<file path="src/rtl/uart_pkg.sv">
// Shared types and constants for the oversampling UART receive path.
package uart_pkg;

  typedef enum logic [2:0] {IDLE, START, DATA, STOP, BREAK} state_t;

  localparam int unsigned DEFAULT_OVERSAMPLE = 16;
  localparam int unsigned DEFAULT_DATA_BITS  = 8;
  // 8N1: start + payload + stop
  localparam int unsigned FRAME_BITS         = 1 + DEFAULT_DATA_BITS + 1;

endpackage

</file>
<file path="src/rtl/uart_rx_oversampled_if.sv">
// Line-side inputs and parallel-side outputs of the UART receiver.
interface uart_rx_oversampled_if #(
  parameter int unsigned DATA_BITS = uart_pkg::DEFAULT_DATA_BITS
);
  logic                 baud_tick;
  logic                 serial_in;
  logic [DATA_BITS-1:0] parallel_out;
  logic                 Load;
  logic                 frame_err;
  logic                 Busy;

  modport master (
    output baud_tick, serial_in,
    input  parallel_out, Load, frame_err, Busy
  );

  modport slave (
    input  baud_tick, serial_in,
    output parallel_out, Load, frame_err, Busy
  );
endinterface

</file>
<file path="src/rtl/uart_rx_sync.sv">
// Two-flop synchronizer for the asynchronous serial line; resets to the idle (high) level.
module uart_rx_sync (
  input  logic clk,
  input  logic rst,
  input  logic din,
  output logic dout
);
  logic meta_q;
  logic sync_q;

  always_ff @(posedge clk) begin
    if (rst) begin
      meta_q <= 1'b1;
      sync_q <= 1'b1;
    end else begin
      meta_q <= din;
      sync_q <= meta_q;
    end
  end

  assign dout = sync_q;
endmodule

</file>
<file path="src/rtl/uart_rx_oversampled.sv">
// 8N1 UART receiver: mid-bit sampling on an oversampled tick, start-glitch rejection,
// framing-error detection and break handling.
module uart_rx_oversampled
  import uart_pkg::*;
#(
  parameter int unsigned DATA_BITS  = DEFAULT_DATA_BITS,
  parameter int unsigned OVERSAMPLE = DEFAULT_OVERSAMPLE
) (
  input  logic                  clk,
  input  logic                  rst,
  uart_rx_oversampled_if.slave  bus
);
  localparam int unsigned CNT_W = $clog2(OVERSAMPLE);
  localparam int unsigned IDX_W = $clog2(DATA_BITS + 1);
  localparam logic [CNT_W-1:0] HALF_LAST = CNT_W'(OVERSAMPLE / 2 - 1);
  localparam logic [CNT_W-1:0] BIT_LAST  = CNT_W'(OVERSAMPLE - 1);
  localparam logic [IDX_W-1:0] IDX_LAST  = IDX_W'(DATA_BITS - 1);

  state_t               state_q;
  logic [CNT_W-1:0]     cnt_q;
  logic [IDX_W-1:0]     bit_idx_q;
  logic [DATA_BITS-1:0] shreg_q;
  logic [DATA_BITS-1:0] data_q;
  logic                 load_q;
  logic                 err_q;
  logic                 busy_q;
  logic                 rx_s;

  uart_rx_sync u_sync (
    .clk  (clk),
    .rst  (rst),
    .din  (bus.serial_in),
    .dout (rx_s)
  );

  always_ff @(posedge clk) begin
    if (rst) begin
      state_q   <= IDLE;
      cnt_q     <= '0;
      bit_idx_q <= '0;
      shreg_q   <= '0;
      data_q    <= '0;
      load_q    <= 1'b0;
      err_q     <= 1'b0;
      busy_q    <= 1'b0;
    end else begin
      // Load is a single-clk strobe, independent of baud_tick.
      load_q <= 1'b0;
      if (bus.baud_tick) begin
        unique case (state_q)
          IDLE: begin
            if (!rx_s) begin
              state_q <= START;
              cnt_q   <= '0;
              busy_q  <= 1'b1;
            end
          end
          START: begin
            if (cnt_q == HALF_LAST) begin
              cnt_q     <= '0;
              bit_idx_q <= '0;
              if (!rx_s) begin
                state_q <= DATA;
              end else begin
                state_q <= IDLE;
                busy_q  <= 1'b0;
              end
            end else begin
              cnt_q <= cnt_q + CNT_W'(1);
            end
          end
          DATA: begin
            if (cnt_q == BIT_LAST) begin
              shreg_q   <= {rx_s, shreg_q[DATA_BITS-1:1]};
              cnt_q     <= '0;
              bit_idx_q <= bit_idx_q + IDX_W'(1);
              if (bit_idx_q == IDX_LAST) begin
                state_q <= STOP;
              end
            end else begin
              cnt_q <= cnt_q + CNT_W'(1);
            end
          end
          STOP: begin
            if (cnt_q == BIT_LAST) begin
              cnt_q <= '0;
              if (rx_s) begin
                data_q  <= shreg_q;
                load_q  <= 1'b1;
                err_q   <= 1'b0;
                state_q <= IDLE;
                busy_q  <= 1'b0;
              end else begin
                err_q   <= 1'b1;
                state_q <= BREAK;
              end
            end else begin
              cnt_q <= cnt_q + CNT_W'(1);
            end
          end
          BREAK: begin
            // Stay here while the line is held low so a break never looks like a start bit.
            if (rx_s) begin
              state_q <= IDLE;
              busy_q  <= 1'b0;
            end
          end
          default: begin
            state_q <= IDLE;
            busy_q  <= 1'b0;
          end
        endcase
      end
    end
  end

  assign bus.parallel_out = data_q;
  assign bus.Load         = load_q;
  assign bus.frame_err    = err_q;
  assign bus.Busy         = busy_q;
endmodule

</file>
<file path="src/flat_wrapper.sv">
// flat-port wrapper written by rule: the top's interface ports become plain ports
module uart_rx_oversampled_flat import uart_pkg::*;
#(
  parameter int unsigned DATA_BITS  = DEFAULT_DATA_BITS,
  parameter int unsigned OVERSAMPLE = DEFAULT_OVERSAMPLE
)
  (clk, rst, bus_baud_tick, bus_serial_in, bus_parallel_out, bus_Load, bus_frame_err, bus_Busy);
  uart_rx_oversampled_if #(.DATA_BITS(DATA_BITS)) bus_i ();
  input  logic clk;
  input  logic rst;
  input wire logic [$bits(bus_i.baud_tick)-1:0] bus_baud_tick;
  input wire logic [$bits(bus_i.serial_in)-1:0] bus_serial_in;
  output wire logic [$bits(bus_i.parallel_out)-1:0] bus_parallel_out;
  output wire logic [$bits(bus_i.Load)-1:0] bus_Load;
  output wire logic [$bits(bus_i.frame_err)-1:0] bus_frame_err;
  output wire logic [$bits(bus_i.Busy)-1:0] bus_Busy;
  assign bus_i.baud_tick = bus_baud_tick;
  assign bus_i.serial_in = bus_serial_in;
  assign bus_parallel_out = bus_i.parallel_out;
  assign bus_Load = bus_i.Load;
  assign bus_frame_err = bus_i.frame_err;
  assign bus_Busy = bus_i.Busy;
  uart_rx_oversampled #(.DATA_BITS(DATA_BITS), .OVERSAMPLE(OVERSAMPLE)) u_core (.clk(clk), .rst(rst), .bus(bus_i));
endmodule
</file>
<file path="config.mk">
export PLATFORM = sky130hd
export DESIGN_NAME = uart_rx_oversampled_flat
export DESIGN_NICKNAME = d
export VERILOG_FILES = /design/src/rtl/uart_pkg.sv /design/src/rtl/uart_rx_oversampled_if.sv /design/src/rtl/uart_rx_sync.sv /design/src/rtl/uart_rx_oversampled.sv /design/src/flat_wrapper.sv
export SDC_FILE = /design/constraint.sdc
export NUM_CORES = 1
export LEC_CHECK = 0
export ABC_AREA = 1
export CELL_PAD_IN_SITES_DETAIL_PLACEMENT = 1
export CELL_PAD_IN_SITES_GLOBAL_PLACEMENT = 2
export CORE_AREA = 10 10 84 86
export CTS_CLUSTER_DIAMETER = 150
export DETAILED_ROUTE_END_ITERATION = 7
export DIE_AREA = 0 0 94 96
export HOLD_SLACK_MARGIN = 0.05
export PLACE_DENSITY_LB_ADDON = 0.1
export SKIP_CTS_REPAIR_TIMING = 1
export SLEW_MARGIN = 20
export SYNTH_ARGS = -nofsm -noshare
export SYNTH_HDL_FRONTEND = slang
export SYNTH_HIERARCHICAL = 1
export SYNTH_SLANG_ARGS = --single-unit
</file>
<file path="constraint.sdc">
create_clock -name clk -period 1.3 [get_ports clk]
set_input_delay 0.26 -clock clk [delete_from_list [all_inputs] [get_ports clk]]
set_output_delay 0.26 -clock clk [all_outputs]
set_load 0.02 [all_outputs]
</file>
# [Word level (Yosys, flattened, before mapping)]
# Cells that the tools add are included.
[word_totals] register_bits=32 latch_bits=0 ram_bits=0 romBits=0 input_bits=4 output_inout_bits=11 wordCells=64 n_memories=0
[classes] n_addsub=2 mul=0 n_div=0 n_lt_le_gt_ge=0 eq_ne=13 n_shift=0 muxes=23 n_bitwise=4 n_reduce_logical=12
[ops] cell="two-way mux 3 bit" count=7
[ops] cell="two-way mux 4 bit" count=5
[ops] cell="case mux 3 bit (5 select lines)" count=1
[ops] cell="case mux 4 bit (3 select lines)" count=1
[ops] cell="AND reduction 3 bit" count=3
[ops] cell="adder 4 x 1 -> 4 bit, second input constant" count=2
[ops] cell="equality test 4 x 3 -> 1 bit, second input constant" count=2
[ops] cell="inequality test 2 x 1 -> 1 bit, second input constant" count=4
[ops] cell="case mux 4 bit (2 select lines)" count=1
[ops] cell="AND reduction 4 bit" count=2
[ops] cell="AND reduction 7 bit" count=1
[ops] cell="equality test 3 x 2 -> 1 bit, second input constant" count=2
[ops] cell="two-way mux 1 bit" count=6
[ops] cell="case mux 1 bit (5 select lines)" count=1
[ops] cell="AND reduction 5 bit" count=1
[ops] cell="equality test 4 bit, second input constant" count=1
[ops] cell="inequality test 2 bit, second input constant" count=2
[ops] cell="inverter 1 bit" count=4
[ops] cell="OR reduction 4 bit" count=1
[ops] cell="equality test 3 x 1 -> 1 bit, second input constant" count=1
[ops] cell="equality test 3 bit, second input constant" count=1
[ops] cell="zero test 3 bit" count=1
[ops] cell="nonzero test 3 bit" count=1
[ops] cell="two-way mux 2 bit" count=1
[ops] cell="other kinds (2)" count=2

# [Logic depth before layout (Yosys ltp)]
[depth] depth_word=4 depth_mapped=11 depth_no_buf=11

# [Cells and area by module]
# The synthesis kept the hierarchy.
[modules_own_cells] mod="uart_rx_oversampled" n_inst=1 cells_each=197 area_per_inst_um2=1476.4 seq_area_each_um2=600.6
[modules_own_cells] mod="uart_rx_sync" n_inst=1 cells_each=7 area_per_inst_um2=58.8 seq_area_each_um2=40.0

# [Worst setup path after synthesis]
# OpenSTA, ideal clock, no wires.
[synth_path] path_type="reg-to-reg" startpoint="register u_core.cnt_q[0]" endpoint="register u_core.shreg_q[5]" setup_ns=0.116 t_arrival_ns=1.183 required_ns=1.184 slack_ns=0.001 path_stages_with_launch=8 n_path_buf=1 period_less_slack_ns=1.299 path_cell_list="dfxtp_1 ha_1 nand3_4 nor2_8 nand2_4 buf_6 o21ai_2 a21oi_1"
[synth_between] elab_chain_cells=2
[synth_rtl] element="start, declared" line="uart_rx_oversampled.sv:20" text="logic [CNT_W-1:0] cnt_q;"
[synth_rtl] element="start signal, assigned" line="uart_rx_oversampled.sv:69" text="cnt_q <= cnt_q + CNT_W'(1);"
[synth_rtl] element="start signal, assigned" line="uart_rx_oversampled.sv:81" text="cnt_q <= cnt_q + CNT_W'(1);"
[synth_rtl] element="start signal, assigned" line="uart_rx_oversampled.sv:98" text="cnt_q <= cnt_q + CNT_W'(1);"
[synth_rtl] element="equality test 4 bit" line="uart_rx_oversampled.sv:73" text="if (cnt_q == BIT_LAST) begin"
[synth_rtl] element="AND reduction 3 bit (no line)"
[synth_rtl] element="end signal, assigned" line="uart_rx_oversampled.sv:74" text="shreg_q <= {rx_s, shreg_q[DATA_BITS-1:1]};"
[synth_rtl] element="end, declared" line="uart_rx_oversampled.sv:22" text="logic [DATA_BITS-1:0] shreg_q;"
# No other way between the ends.
# A chain may end at the register's enable or synchronous reset.

# [Worst setup path after layout]
[layout_path] startpoint="register u_core.cnt_q[2]" endpoint="register u_core.bit_idx_q[0]"
[layout_between] elab_chain_cells=3 word_cells_on_any_way=5 classes_between="eq/ne: 4; reduce/logical: 1"
[layout_rtl] element="equality test 4 bit / equality test 4 x 3 -> 1 bit (equally long branches)" line="uart_rx_oversampled.sv:73, uart_rx_oversampled.sv:59"
[layout_rtl] element="inequality test 2 x 1 -> 1 bit (no line)"
[layout_rtl] element="AND reduction 4 bit (no line) (*)"
[layout_rtl] element="end signal, assigned" line="uart_rx_oversampled.sv:76" text="bit_idx_q <= bit_idx_q + IDX_W'(1);"
[layout_rtl] element="end, declared" line="uart_rx_oversampled.sv:21" text="logic [IDX_W-1:0] bit_idx_q;"
# Mark *: on every way between the ends. The rest lies on a longest branch, timed or not.

==> run_results.csv <==
group,metric,value,unit
grt,grt_max_degree,16,
synth,synth_area,1535,sq um
grt,grt_pass1_vias,1530,
routing,antenna_left,0,
die,fp.dieArea,9024,sq um
synth,yosysSeqAreaShare,0.4173,
worst_setup_path,worstPathRequired,1510,ps
sta,fmax,678.2,MHz
pwr,p_per_area,1514,nW/um^2
die,fp.dieH,96,um
pwr,vdd_drop_max,0.0005445,V
placement,globalplace.congestion,0.7729,
routing,drt_iter0_markers,24,
synth,postSynthCellCount,204,
placement,portBuffers,14,
clocking,insertion_delay,280,ps
sta,drv_slew,0,
synth,muxShareOfSynthArea,0,
sta,rsz0062_at_grt,"yes",
synth,netlist.area_leader.share,0.4173,
synth,synth_top_family_by_area,"simple AND/OR/NAND/NOR gates",
pwr,totalPowerFinal,0.003707,W
routing,wl_per_cell,14.31,um
worst_setup_path,cpPeakStageDelay,500,ps
clocking,numCtsBuffers,5,
routing,drc_errors,0,
synth,avgSynthCellArea,7.526,sq um
placement,dp_cells,307,
synth,synth.area.top_cells,"dfxtp_1 42%, nand2_1 9.0%, inv_1 6.4%, a21oi_1 5.9%, nand3_1 5.9%",
sta,hold_violations,0,
die,io_pins,15,
grt,grt_pass1_wl,7162,um
sta,skew,1.702,ps
die,start_util,0.2840,
worst_setup_path,critPathKind,"register to register",
cells_and_area,final_nets,262,
routing,wl,4709,um
synth,yosys.area.top_type,"dfxtp_1",
clocking,clock_sinks,32,
sta,fin_crit,1474,ps
sta,tightestPinTransition,302.1,ps
synth,synth_fa_ha_area_frac,0.01630,
sta,finalSetupViolations,25,
die,rows,27,
run_status,violations,"negative setup slack",
run_status,outcome,"finished, violations left",
hold_path,whs_path_depth,2,
run,max_cap_viol_count,0,
placement,dp_hpwl,3178,um
grt,grt.overflow.total,0,
synth,synth_cell_types,28,
worst_setup_path,end_kind,"register",
grt,track_usage,0.09826,
cells_and_area,diodes,0,
routing,vias_per_cell,4.629,
clocking,cts_root_buffer,"clkbuf_8",
sta,finalSetupTns,-2763,ps
clocking,htreeDepth,2,
worst_setup_path,crit_chain,"nand3_4, buf_4, o21ai_4, nand3_1, a21oi_1",
die,dieWidth,94,um
synth,synth_compound_area_frac,0.1385,
sta,setup_ws,-174.4,ps
worst_setup_path,cp-start-kind,"register",
grt,antenna_found_initial,0,
synth,yosys.area_share.xor_xnor,0.01141,
cells_and_area,drive_above_1_share,0.4630,
cells_and_area,fillerInstances,645,
hold_path,hold_class,"register to register",
synth,synthSimpleGateAreaFrac,0.3276,
worst_setup_path,slowest_stage,"dfxtp_1",
clocking,cts_tree,"built",
synth,postSynthNetCount,210,
die,coreArea,5405,sq um
sta,finalCritPeriodShare,1.134,
worst_setup_path,worstPathArrival,1690,ps
cells_and_area,syn_to_final_growth,59.49,%
synth,ys_warn_count,6,
worst_setup_path,r2r_cells,5,
cells_and_area,final-instance-count-excl-fill,329,
clocking,clockBufferDepth,2,
pwr,p_leak,1.136,nW
synth,ys_ff_latch,32,
clocking,path_clk_slew,70,ps
routing,drt_pass1_iterations,4,
worst_setup_path,cp_max_fo,5,
routing,vias,1523,
sta,relSlewSlack,0.7983,
-- logic make-up (layout without fill, tap and decap cells) --
logic type | after synthesis | in the layout
fa+ha+maj | 2 | 2
flops | 32 | 32
buf+inv | 33 | 84
xor+xnor | 2 | 2
compound gates | 38 | 38
simple gates | 97 | 99
-- registers in the layout, indices dropped and copies added (netlist names) --
| signal | cells |
|---|---|
| u_core/bus.parallel_out | 8 |
| u_core/shreg_q | 8 |
| u_core/bit_idx_q | 4 |
| u_core/cnt_q | 4 |
| u_core/state_q | 3 |
| u_core/bus.Busy | 1 |
| u_core/bus.Load | 1 |
| u_core/bus.frame_err | 1 |
| u_core/u_sync/dout | 1 |
| u_core/u_sync/meta_q | 1 |
-- stage by stage --
step / worst slack (ps) / utilization / area (sq um) / hold WS, ps
after CTS: -228.4 / 0.3692 / 1996 / 424.2
after global routing: -244.1 / 0.4530 / 2449 / 461.4
after global placement: -277.2 / 0.3519 / 1902 / 399.8
after detailed placement: -306.9 / 0.3519 / 1902 / 405.9
final: -174.4 / 0.4530 / 2449 / 418.2
after floorplan: 0.7471 / - / 1535 / 344.8
-- path summary, 6_finish.rpt --
kind | from | slack [ps] | end
worst max-delay path | u_core/cnt_q[2] | -170 | u_core/bit_idx_q[0]
worst min-delay path | u_core/u_sync/meta_q | 420 | u_core/u_sync/dout
worst max register to register | u_core/cnt_q[2] | -170 | u_core/bit_idx_q[0]
worst min register to register | u_core/u_sync/meta_q | 420 | u_core/u_sync/dout
-- where the power goes --
| part | internal (W) | total (W) | switching [W] |
|---|---|---|---|
| sequential | 0.00107 | 0.00115 | 0.0000839 |
| combinational | 0.000756 | 0.00175 | 0.000992 |
| clock | 0.000430 | 0.000808 | 0.000378 |
| total | 0.00225 | 0.00371 | 0.00145 |
-- cell type report --
class | instances | area [sq um] | area share
multi-input combinational | 141 | 1055 | 0.4308
sequential | 32 | 655.6 | 0.2678
timing repair buffer | 48 | 441.7 | 0.1804
inverter | 28 | 112.6 | 0.04599
tap | 72 | 90.09 | 0.03679
clock buffer | 7 | 86.33 | 0.03526
clock inverter | 1 | 7.507 | 0.003066
-- per-layer routing --
layer  GRT usage  share of wire  vias up
met3     0.03424          0.033        4
met2      0.1676           0.53       13
met1      0.1128           0.43      746
met5           0              0        -
li1            -              -      760
met4     0.03165         0.0091        0
-- worst max-delay path, delay by kind of cell, from the launching register on --
family	cells	cell delay (ps)
AOI/OAI and AO/OA	2	390
buffers and inverters	1	190
DFF	1	500
and+or+nand+nor	2	320
-- layout by cell type, fill, tap and decap left out, types with 2 or more instances in the layout --
cell type,netlist,final
o21ai_1,0,3
o21ai_0,16,4
o21ai_4,1,3
nand3_1,18,12
nand2_4,2,7
clkbuf_8,0,6
inv_1,26,23
a21oi_1,18,10
nor2_4,1,7
nand4_1,2,2
a21oi_2,0,8
nand3b_1,2,2
nand3_2,4,8
inv_2,1,3
dlymetal6s2s_1,0,11
o21ai_2,3,10
nand2_8,0,2
nand2_1,37,24
dfxtp_2,0,6
nor2_2,6,5
buf_4,0,29
nand2_2,1,8
clkdlybuf4s50_1,0,3
nor2_1,21,16
nand3_4,1,4
dfxtp_1,32,24
dfxtp_4,0,2
buf_6,1,5
-- cell usage after synthesis (all sizes together) --
cell type,number
nand2,40
dfxtp,32
nor2,29
inv,28
nand3,23
o21ai,20
a21oi,18
clkbuf,3
nand4,3
buf,2
ha,2
nand3b,2
xnor2,1
xor2,1
Power figures use the tool's default switching activity.
